[config.mk]
export PLATFORM = sky130hd
export DESIGN_NAME = dmem_arbiter
export DESIGN_NICKNAME = d
export VERILOG_FILES = /design/src/rtl/dmem_arb_pkg.sv /design/src/rtl/dmem_arb_sat_ctr.sv /design/src/rtl/dmem_arbiter.sv
export SDC_FILE = /design/constraint.sdc
export NUM_CORES = 1
export LEC_CHECK = 0
export CAP_MARGIN = 20
export CORE_MARGIN = 10
export CORE_UTILIZATION = 30
export DETAILED_ROUTE_END_ITERATION = 10
export HOLD_SLACK_MARGIN = 0.03
export MAX_ROUTING_LAYER = met4
export PLACE_DENSITY_LB_ADDON = 0.12
export SYNTH_ARGS = -nofsm -noshare
export SYNTH_HDL_FRONTEND = slang
export SYNTH_SLANG_ARGS = --single-unit
[constraint.sdc]
create_clock -name clk -period 5.1 [get_ports clk]
set_input_delay 1.02 -clock clk [delete_from_list [all_inputs] [get_ports clk]]
set_output_delay 1.02 -clock clk [all_outputs]
set_load 0.005 [all_outputs]
[src/rtl/dmem_arb_pkg.sv]
// Shared types for the data-memory arbiter and its bench.
package dmem_arb_pkg;

    typedef enum logic {ARB, LOCK} arb_state_t;
    typedef enum logic [1:0] {NONE, M0, M1} owner_t;

endpackage

[src/rtl/dmem_arb_sat_ctr.sv]
// Saturating up-counter with clear, increment and terminal-value compare.
// clr and inc together load 1 (start of a new run that already counts one event).
module dmem_arb_sat_ctr #(
    parameter int unsigned WIDTH = 4,
    parameter int unsigned MAX   = 4
) (
    input  logic clk,
    input  logic reset_n,
    input  logic clr,
    input  logic inc,
    output logic at_max
);

    logic [WIDTH-1:0] cnt_q, cnt_d;

    assign at_max = (cnt_q == WIDTH'(MAX));

    always_comb begin
        cnt_d = cnt_q;
        if (clr) begin
            cnt_d = inc ? WIDTH'(1) : '0;
        end else if (inc && !at_max) begin
            cnt_d = cnt_q + WIDTH'(1);
        end
    end

    always_ff @(posedge clk or negedge reset_n) begin
        if (!reset_n) begin
            cnt_q <= '0;
        end else begin
            cnt_q <= cnt_d;
        end
    end

endmodule

[src/rtl/dmem_arbiter.sv]
// Two-master arbiter for the RAM data port: fixed m0 priority with m1 starvation guard, m1 lock.
// Define DMEM_ARB_RR_EN to replace the priority/starvation scheme with round-robin.
module dmem_arbiter
    import dmem_arb_pkg::*;
#(
    parameter int unsigned ADDR_W     = 16,
    parameter int unsigned DATA_W     = 16,
    parameter int unsigned STARVE_MAX = 4,
    parameter int unsigned LOCK_MAX   = 8
) (
    input  logic                clk,
    input  logic                reset_n,
    input  logic                m0_req,
    input  logic [ADDR_W-1:0]   m0_addr,
    input  logic [DATA_W/8-1:0] m0_we,
    input  logic [DATA_W-1:0]   m0_wdata,
    output logic                m0_gnt,
    output logic [DATA_W-1:0]   m0_rdata,
    output logic                m0_rvalid,
    input  logic                m1_req,
    input  logic [ADDR_W-1:0]   m1_addr,
    input  logic [DATA_W/8-1:0] m1_we,
    input  logic [DATA_W-1:0]   m1_wdata,
    output logic                m1_gnt,
    output logic [DATA_W-1:0]   m1_rdata,
    output logic                m1_rvalid,
    input  logic                m1_lock,
    output logic [ADDR_W-1:0]   mem_addr,
    output logic [DATA_W/8-1:0] mem_we,
    output logic [DATA_W-1:0]   mem_wdata,
    input  logic [DATA_W-1:0]   mem_rdata
);

    arb_state_t        state_q, state_d;
    owner_t            rd_owner_q, rd_owner_d;
    logic [ADDR_W-1:0] addr_q;
    logic [DATA_W-1:0] wdata_q;
    logic              lock_clr, lock_inc, lock_at_max;
    logic              arb_cycle, m1_win;

    dmem_arb_sat_ctr #(
        .WIDTH (8),
        .MAX   (LOCK_MAX)
    ) u_lock_ctr (
        .clk     (clk),
        .reset_n (reset_n),
        .clr     (lock_clr),
        .inc     (lock_inc),
        .at_max  (lock_at_max)
    );

`ifdef DMEM_ARB_RR_EN
    owner_t last_q;

    always_ff @(posedge clk or negedge reset_n) begin
        if (!reset_n) begin
            last_q <= M1;
        end else if (m0_gnt) begin
            last_q <= M0;
        end else if (m1_gnt) begin
            last_q <= M1;
        end
    end

    // Tie goes to whichever master did not win last.
    assign m1_win = m1_req && (!m0_req || (state_q == ARB && last_q == M0));
`else
    logic starve_at_max;

    // Starvation tracking only runs in ARB; it is frozen while m1 holds a lock.
    dmem_arb_sat_ctr #(
        .WIDTH (4),
        .MAX   (STARVE_MAX)
    ) u_starve_ctr (
        .clk     (clk),
        .reset_n (reset_n),
        .clr     (state_q == ARB && m1_gnt),
        .inc     (state_q == ARB && m1_req && !m1_gnt),
        .at_max  (starve_at_max)
    );

    assign m1_win = m1_req && (!m0_req || (state_q == ARB && starve_at_max));
`endif

    // A LOCK cycle falls back to normal arbitration once m1 drops its request or the run expires.
    assign arb_cycle = (state_q == ARB) || !m1_req || lock_at_max;

    always_comb begin
        m0_gnt   = 1'b0;
        m1_gnt   = 1'b0;
        state_d  = ARB;
        lock_clr = 1'b1;
        lock_inc = 1'b0;
        // Grants are held off while reset is asserted.
        if (reset_n) begin
            if (arb_cycle) begin
                m1_gnt = m1_win;
                m0_gnt = m0_req && !m1_win;
                if (m1_win && m1_lock) begin
                    state_d  = LOCK;
                    lock_inc = 1'b1;
                end
            end else begin
                m1_gnt = 1'b1;
                if (m1_lock) begin
                    state_d  = LOCK;
                    lock_clr = 1'b0;
                    lock_inc = 1'b1;
                end
            end
        end
    end

    always_comb begin
        mem_addr   = addr_q;
        mem_we     = '0;
        mem_wdata  = wdata_q;
        rd_owner_d = NONE;
        if (m1_gnt) begin
            mem_addr  = m1_addr;
            mem_we    = m1_we;
            mem_wdata = m1_wdata;
            if (m1_we == '0) begin
                rd_owner_d = M1;
            end
        end else if (m0_gnt) begin
            mem_addr  = m0_addr;
            mem_we    = m0_we;
            mem_wdata = m0_wdata;
            if (m0_we == '0) begin
                rd_owner_d = M0;
            end
        end
    end

    always_ff @(posedge clk or negedge reset_n) begin
        if (!reset_n) begin
            state_q    <= ARB;
            rd_owner_q <= NONE;
            addr_q     <= '0;
            wdata_q    <= '0;
        end else begin
            state_q    <= state_d;
            rd_owner_q <= rd_owner_d;
            addr_q     <= mem_addr;
            wdata_q    <= mem_wdata;
        end
    end

    assign m0_rvalid = (rd_owner_q == M0);
    assign m1_rvalid = (rd_owner_q == M1);
    assign m0_rdata  = m0_rvalid ? mem_rdata : '0;
    assign m1_rdata  = m1_rvalid ? mem_rdata : '0;

endmodule

==> impl_metrics.tcl, run 1 <==
set metrics [dict create \
    drt_pass1_iterations 4 \
    synth_common_cells "nand2_1, dfrtp_1, nor2_1" \
    grt_pass1_wl_mm 15.6 \
    slew_violations 0 \
    synth_area_um2 2770 \
    fill_cells 917 \
    synth-edff-count 0 \
    synth_seq_area_share_pct 42.4 \
    slowest_delay_ns 0.55 \
    cp-end-kind "primary output" \
    cts_hold_buf 0 \
    critPathMaxFanout 20 \
    syn_nets 425 \
    port_buffers 158 \
    antenna_cells 0 \
    fin_nets 578 \
    worst_slew_pin_slew_ns 0.849 \
    path_class "primary input to primary output" \
    drtIter0Drc 105 \
    required_ns 4.08 \
    yosysTopAreaCell "dfrtp_1" \
    hold_class "flop to flop" \
    ir_drop_uv 120 \
    yosysMostFrequentCell "nand2_1" \
    period_share_pct 85.0 \
    rsz0062_at_grt "no" \
    viasPerCell 4.87 \
    clk_latency_ns 0.30 \
    num_rows 35 \
    async_flop_share_pct 100 \
    gp_congestion 0.774 \
    track_usage_pct 14.8 \
    tritoncts "built" \
    path_delay_family "buffers and inverters" \
    synthToLayoutAreaGrowth_pct 64.5 \
    worst-path-buf-inv 3 \
    clock-sinks 47 \
    cp-start-kind "primary input" \
    io_pins 159 \
    die_w_um 116 \
    yosysWarningCount 0 \
    num_vias 2907 \
    synth_ff_type "dfrtp_1" \
    netlist_instances 332 \
    wire_per_inst_um 16.8 \
    max_freq_mhz 231 \
    finalClockSkew_ns 0.00854 \
    postRouteAntennaNets 0 \
    setup_viol 0 \
    crit_arrival_ns 3.31 \
    maxCapViolCount 0 \
    overflow 0 \
    drc 0 \
    cts_buffers 5 \
    hold_violations 0 \
    dieArea_um2 13500 \
    cp_common_cell "clkdlybuf4s50_1" \
    dp_hpwl_mm 7.84 \
    clockBufferDepth 2 \
    setup_tns_ns 0 \
    avgSynthCellArea_um2 8.35 \
    cts_resized 0 \
    drive_gt1_share_pct 5.35 \
    slowest_stage "clkdlybuf4s50_1" \
    path_clk_slew_ns 0.10 \
    synthTopCellsByArea "dfrtp_1, a211o_1, nand2_1" \
    routed_wirelength_mm 10.0 \
    slew_headroom_pct 43.3 \
    min_period_ns 4.33 \
    htreeDepth 2 \
    die_h_um 116 \
    start_util_pct 30.4 \
    synth.top_cell.area_share_pct 42.4 \
    synth_cell_types 39 \
    core_area_um2 9110 \
    post_cts_buffers 0 \
    cts-root-buf "clkbuf_8" \
    power_leakage_nw 1.96 \
    crit_chain "clkdlybuf4s50_1 -> o21ai_2 -> buf_4 -> nand2_1 -> o21ai_0 -> a211o_1 -> clkdlybuf4s50_1" \
    grt_pass1_vias 3080 \
    status "finished, final reports clean" \
    grt_max_degree 28 \
    final_util_pct 50.1 \
    synth-seq-cells 47 \
    antenna_found_initial 0 \
    power_density_nw_per_um2 245 \
]
==> per-stage QoR <==
| stage | hold slack [ns] | setup WS (ns) | instance area [um2] | power, mW | cells |
|---|---|---|---|---|---|
| final | 0.553 | 0.767 | 4560 | 1.12 | 597 |
| after floorplan | 0.496 | 2.17 | 2770 | 0.648 | 332 |
| after global placement | 0.524 | 0.737 | 4470 | 0.890 | 589 |
| after global routing | 0.612 | 0.549 | 4560 | 1.20 | 597 |
| after CTS | 0.561 | 0.752 | 4560 | 1.14 | 597 |
| after detailed placement | 0.519 | 0.749 | 4470 | 0.897 | 589 |
==> worst register-to-register path, stage by stage, from the launching register on <==
cell and delay, ns:
dfrtp_1 0.37, inv_1 0.07, ha_1 0.19, nand3b_1 0.27, o21a_1 0.49, buf_4 0.34, o21ai_0 0.13, a211o_1 0.27
==> state kept, by name, indices dropped and copies added, names as in the netlist <==
name,count
addr_q,16
wdata_q,16
u_lock_ctr.cnt_q,8
u_starve_ctr.cnt_q,4
rd_owner_q,2
state_q,1
==> routing by layer <==
layer / track usage (%) / part of all wire (%)
met5: - / 0
met4: 2.84 / 0.91
met3: 5.70 / 9.8
met2: 24.1 / 45
met1: 17.2 / 44
==> worst paths after layout <==
path	startpoint	end	slack, ns	depth (start not counted)
max in group asynchronous	reset_n	u_starve_ctr.cnt_q[0]	4.08	2
setup / recovery	m1_req	mem_wdata[15]	0.77	7
min in group asynchronous	reset_n	rd_owner_q[1]	0.74	2
setup reg to reg	u_starve_ctr.cnt_q[0]	wdata_q[15]	2.84	7
hold reg to reg	u_starve_ctr.cnt_q[3]	u_starve_ctr.cnt_q[3]	0.55	2
hold / removal	u_starve_ctr.cnt_q[3]	u_starve_ctr.cnt_q[3]	0.55	2
==> layout by cell type, fill, tap and decap left out, drive strengths merged, types with 2 or more instances in the layout <==
| cell type | count |
|---|---|
| nand3 | 8 |
| nor2 | 40 |
| xor2 | 3 |
| o21a | 2 |
| or2 | 2 |
| and2 | 34 |
| xnor2 | 4 |
| nor3b | 2 |
| nand2 | 71 |
| clkinvlp | 2 |
| a21oi | 5 |
| clkdlybuf4s50 | 157 |
| ha | 4 |
| clkbuf | 5 |
| buf | 9 |
| nor2b | 4 |
| inv | 4 |
| a211o | 32 |
| a22o | 2 |
| o21ai | 34 |
| dfrtp | 47 |
==> area by class of cell <==
cell class / count / area (um2) / area share, %
clock buffers: 5 / 68.8 / 1.51
repair buffers: 166 / 1650 / 36.2
multi-input cells: 261 / 1490 / 32.7
flip-flops and latches: 47 / 1180 / 25.8
inverters: 4 / 15.0 / 0.329
clock inverters: 3 / 20.0 / 0.439
well taps: 111 / 139 / 3.05
==> cell families after synthesis <==
family                     Yosys count  share of synthesized area (%)
AOI/OAI and AO/OA                   81                           20.9
xor gates and xnor gates             7                           2.21
adders and majority gates            4                           1.81
buffers and inverters               24                           3.88
DFF                                 47                           42.4
and+or+nand+nor                    169                           28.8
==> power by group <==
part	leakage [nW]	internal (mW)	switching, mW
clock	0.0402	0.0958	0.139
sequential	0.598	0.437	0.0255
combinational	1.32	0.240	0.180
Note: power is estimated with default switching activity, not from simulation.
==> inputs of run 2 (changes only) <==
clock period = 3.8 ns   (was 5.1 ns; I/O delays follow)
==> run 2 against run 1 <==
Against the previous run:
- cell area up 1.6%
- clock-buffer cell count up 1
- die area unchanged
- critical path type is now flop to primary output
==> impl_metrics.tcl, run 2 (synthesized netlist as in run 1, its figures left out) <==
set metrics [dict create \
    status "finished, final reports clean" \
    max_freq_mhz 287 \
    clock-sinks 47 \
    viasPerCell 4.86 \
    required_ns 3.04 \
    slew_violations 0 \
    drt_pass1_iterations 4 \
    drc 0 \
    die_h_um 116 \
    antenna_found_initial 0 \
    synthToLayoutAreaGrowth_pct 67.2 \
    track_usage_pct 14.9 \
    clockBufferDepth 2 \
    top_regs "addr_q (16), wdata_q (16), u_lock_ctr.cnt_q (8)" \
    drive_gt1_share_pct 5.92 \
    gp_congestion 0.775 \
    fin_nets 582 \
    core_area_um2 9110 \
    power_leakage_nw 2.01 \
    period_share_pct 91.8 \
    wire_per_inst_um 16.6 \
    post_cts_buffers 0 \
    cts_hold_buf 0 \
    cts-root-buf "clkbuf_8" \
    overflow 0 \
    start_util_pct 30.4 \
    hold_class "primary input to async pin" \
    final_cells 601 \
    clk_latency_ns 0.30 \
    setup_viol 0 \
    cp-start-kind "flop" \
    cts_buffers 5 \
    path_clk_slew_ns 0.09 \
    dieArea_um2 13500 \
    path_class "flop to primary output" \
    rsz0062_at_grt "no" \
    grt_max_degree 33 \
    power_density_nw_per_um2 352 \
    tritoncts "built" \
    dp_hpwl_mm 7.73 \
    mostFrequentLayoutCells "clkdlybuf4s50_1, nand2_1, dfrtp_1" \
    cp-end-kind "primary output" \
    antenna_cells 0 \
    drtIter0Drc 96 \
    num_rows 35 \
    ir_drop_uv 153 \
    num_vias 2918 \
    layout_commonest_cell "clkdlybuf4s50_1" \
    htreeDepth 2 \
    hold_violations 0 \
    die_w_um 116 \
    grt_pass1_vias 3059 \
    postRouteAntennaNets 0 \
    io_pins 159 \
    setup_tns_ns 0 \
    cts_resized 0 \
    routed_wirelength_mm 10.0 \
    maxCapViolCount 0 \
    grt_pass1_wl_mm 15.6 \
    port_buffers 158 \
    finalClockSkew_ns 0.00773 \
    place_inst 593 \
    worst_slew_pin_slew_ns 0.824 \
    min_period_ns 3.49 \
    final_util_pct 50.9 \
    critPathMaxFanout 19 \
    slew_headroom_pct 45.0 \
    crit_arrival_ns 2.73 \
]
[run 2: cell count changes in the layout (fill, tap and decap cells not counted)]
cell	change
buf_4	+4
bufinv_16	+2
clkbuf_1	+1
clkinv_2	-1
clkinvlp_4	-2
[run 2: worst max-delay path: stages (launching register included)]
cell	delay, ns
dfrtp_1	0.38
inv_1	0.07
ha_1	0.21
nand3b_1	0.28
nand2b_1	0.15
a31oi_4	0.29
buf_4	0.33
a211o_1	0.19
clkdlybuf4s50_1	0.53
[run 2: final timing paths]
path,from,end,slack [ns],cells after the start
setup reg to reg,u_lock_ctr.cnt_q[0],u_lock_ctr.cnt_q[5],1.69,7
hold reg to reg,u_starve_ctr.cnt_q[3],u_starve_ctr.cnt_q[3],0.54,2
setup / recovery,u_starve_ctr.cnt_q[0],mem_wdata[6],0.31,8
min in group clk,u_starve_ctr.cnt_q[3],u_starve_ctr.cnt_q[3],0.54,2
hold / removal,reset_n,addr_q[15],0.47,2
max in group asynchronous,reset_n,addr_q[12],2.93,2
[run 2: power breakdown]
group,switching (mW),total [mW],internal (mW)
registers,0.0335,0.620,0.587
logic,0.247,0.575,0.328
clock network,0.171,0.434,0.263
total,0.451,1.63,1.18
[run 2: final cells by class]
cell class / count / area (um2)
inverter: 4 / 15.0
sequential: 47 / 1180
clock inverter: 2 / 60.1
multi-input combinational: 261 / 1490
fill: 894 / 4480
timing repair buffer: 170 / 1680
tap: 111 / 139
clock buffer: 6 / 72.6
[run 2: stage by stage]
step                power [mW]  instance area [um2]  worst slack [ns]  hold WS, ns
floorplan                0.869                 2770              1.39        0.464
global placement          1.20                 4500             0.370        0.527
detailed placement        1.21                 4500             0.340        0.525
CTS                       1.66                 4630             0.275        0.473
global route              1.75                 4630            0.0971        0.470
finish                    1.63                 4630             0.312        0.467
[run 2: routing by layer]
layer,part of all wire (%),track usage (%)
met5,0,-
met4,0.88,2.75
met3,10,6.27
met2,45,23.6
met1,44,17.6
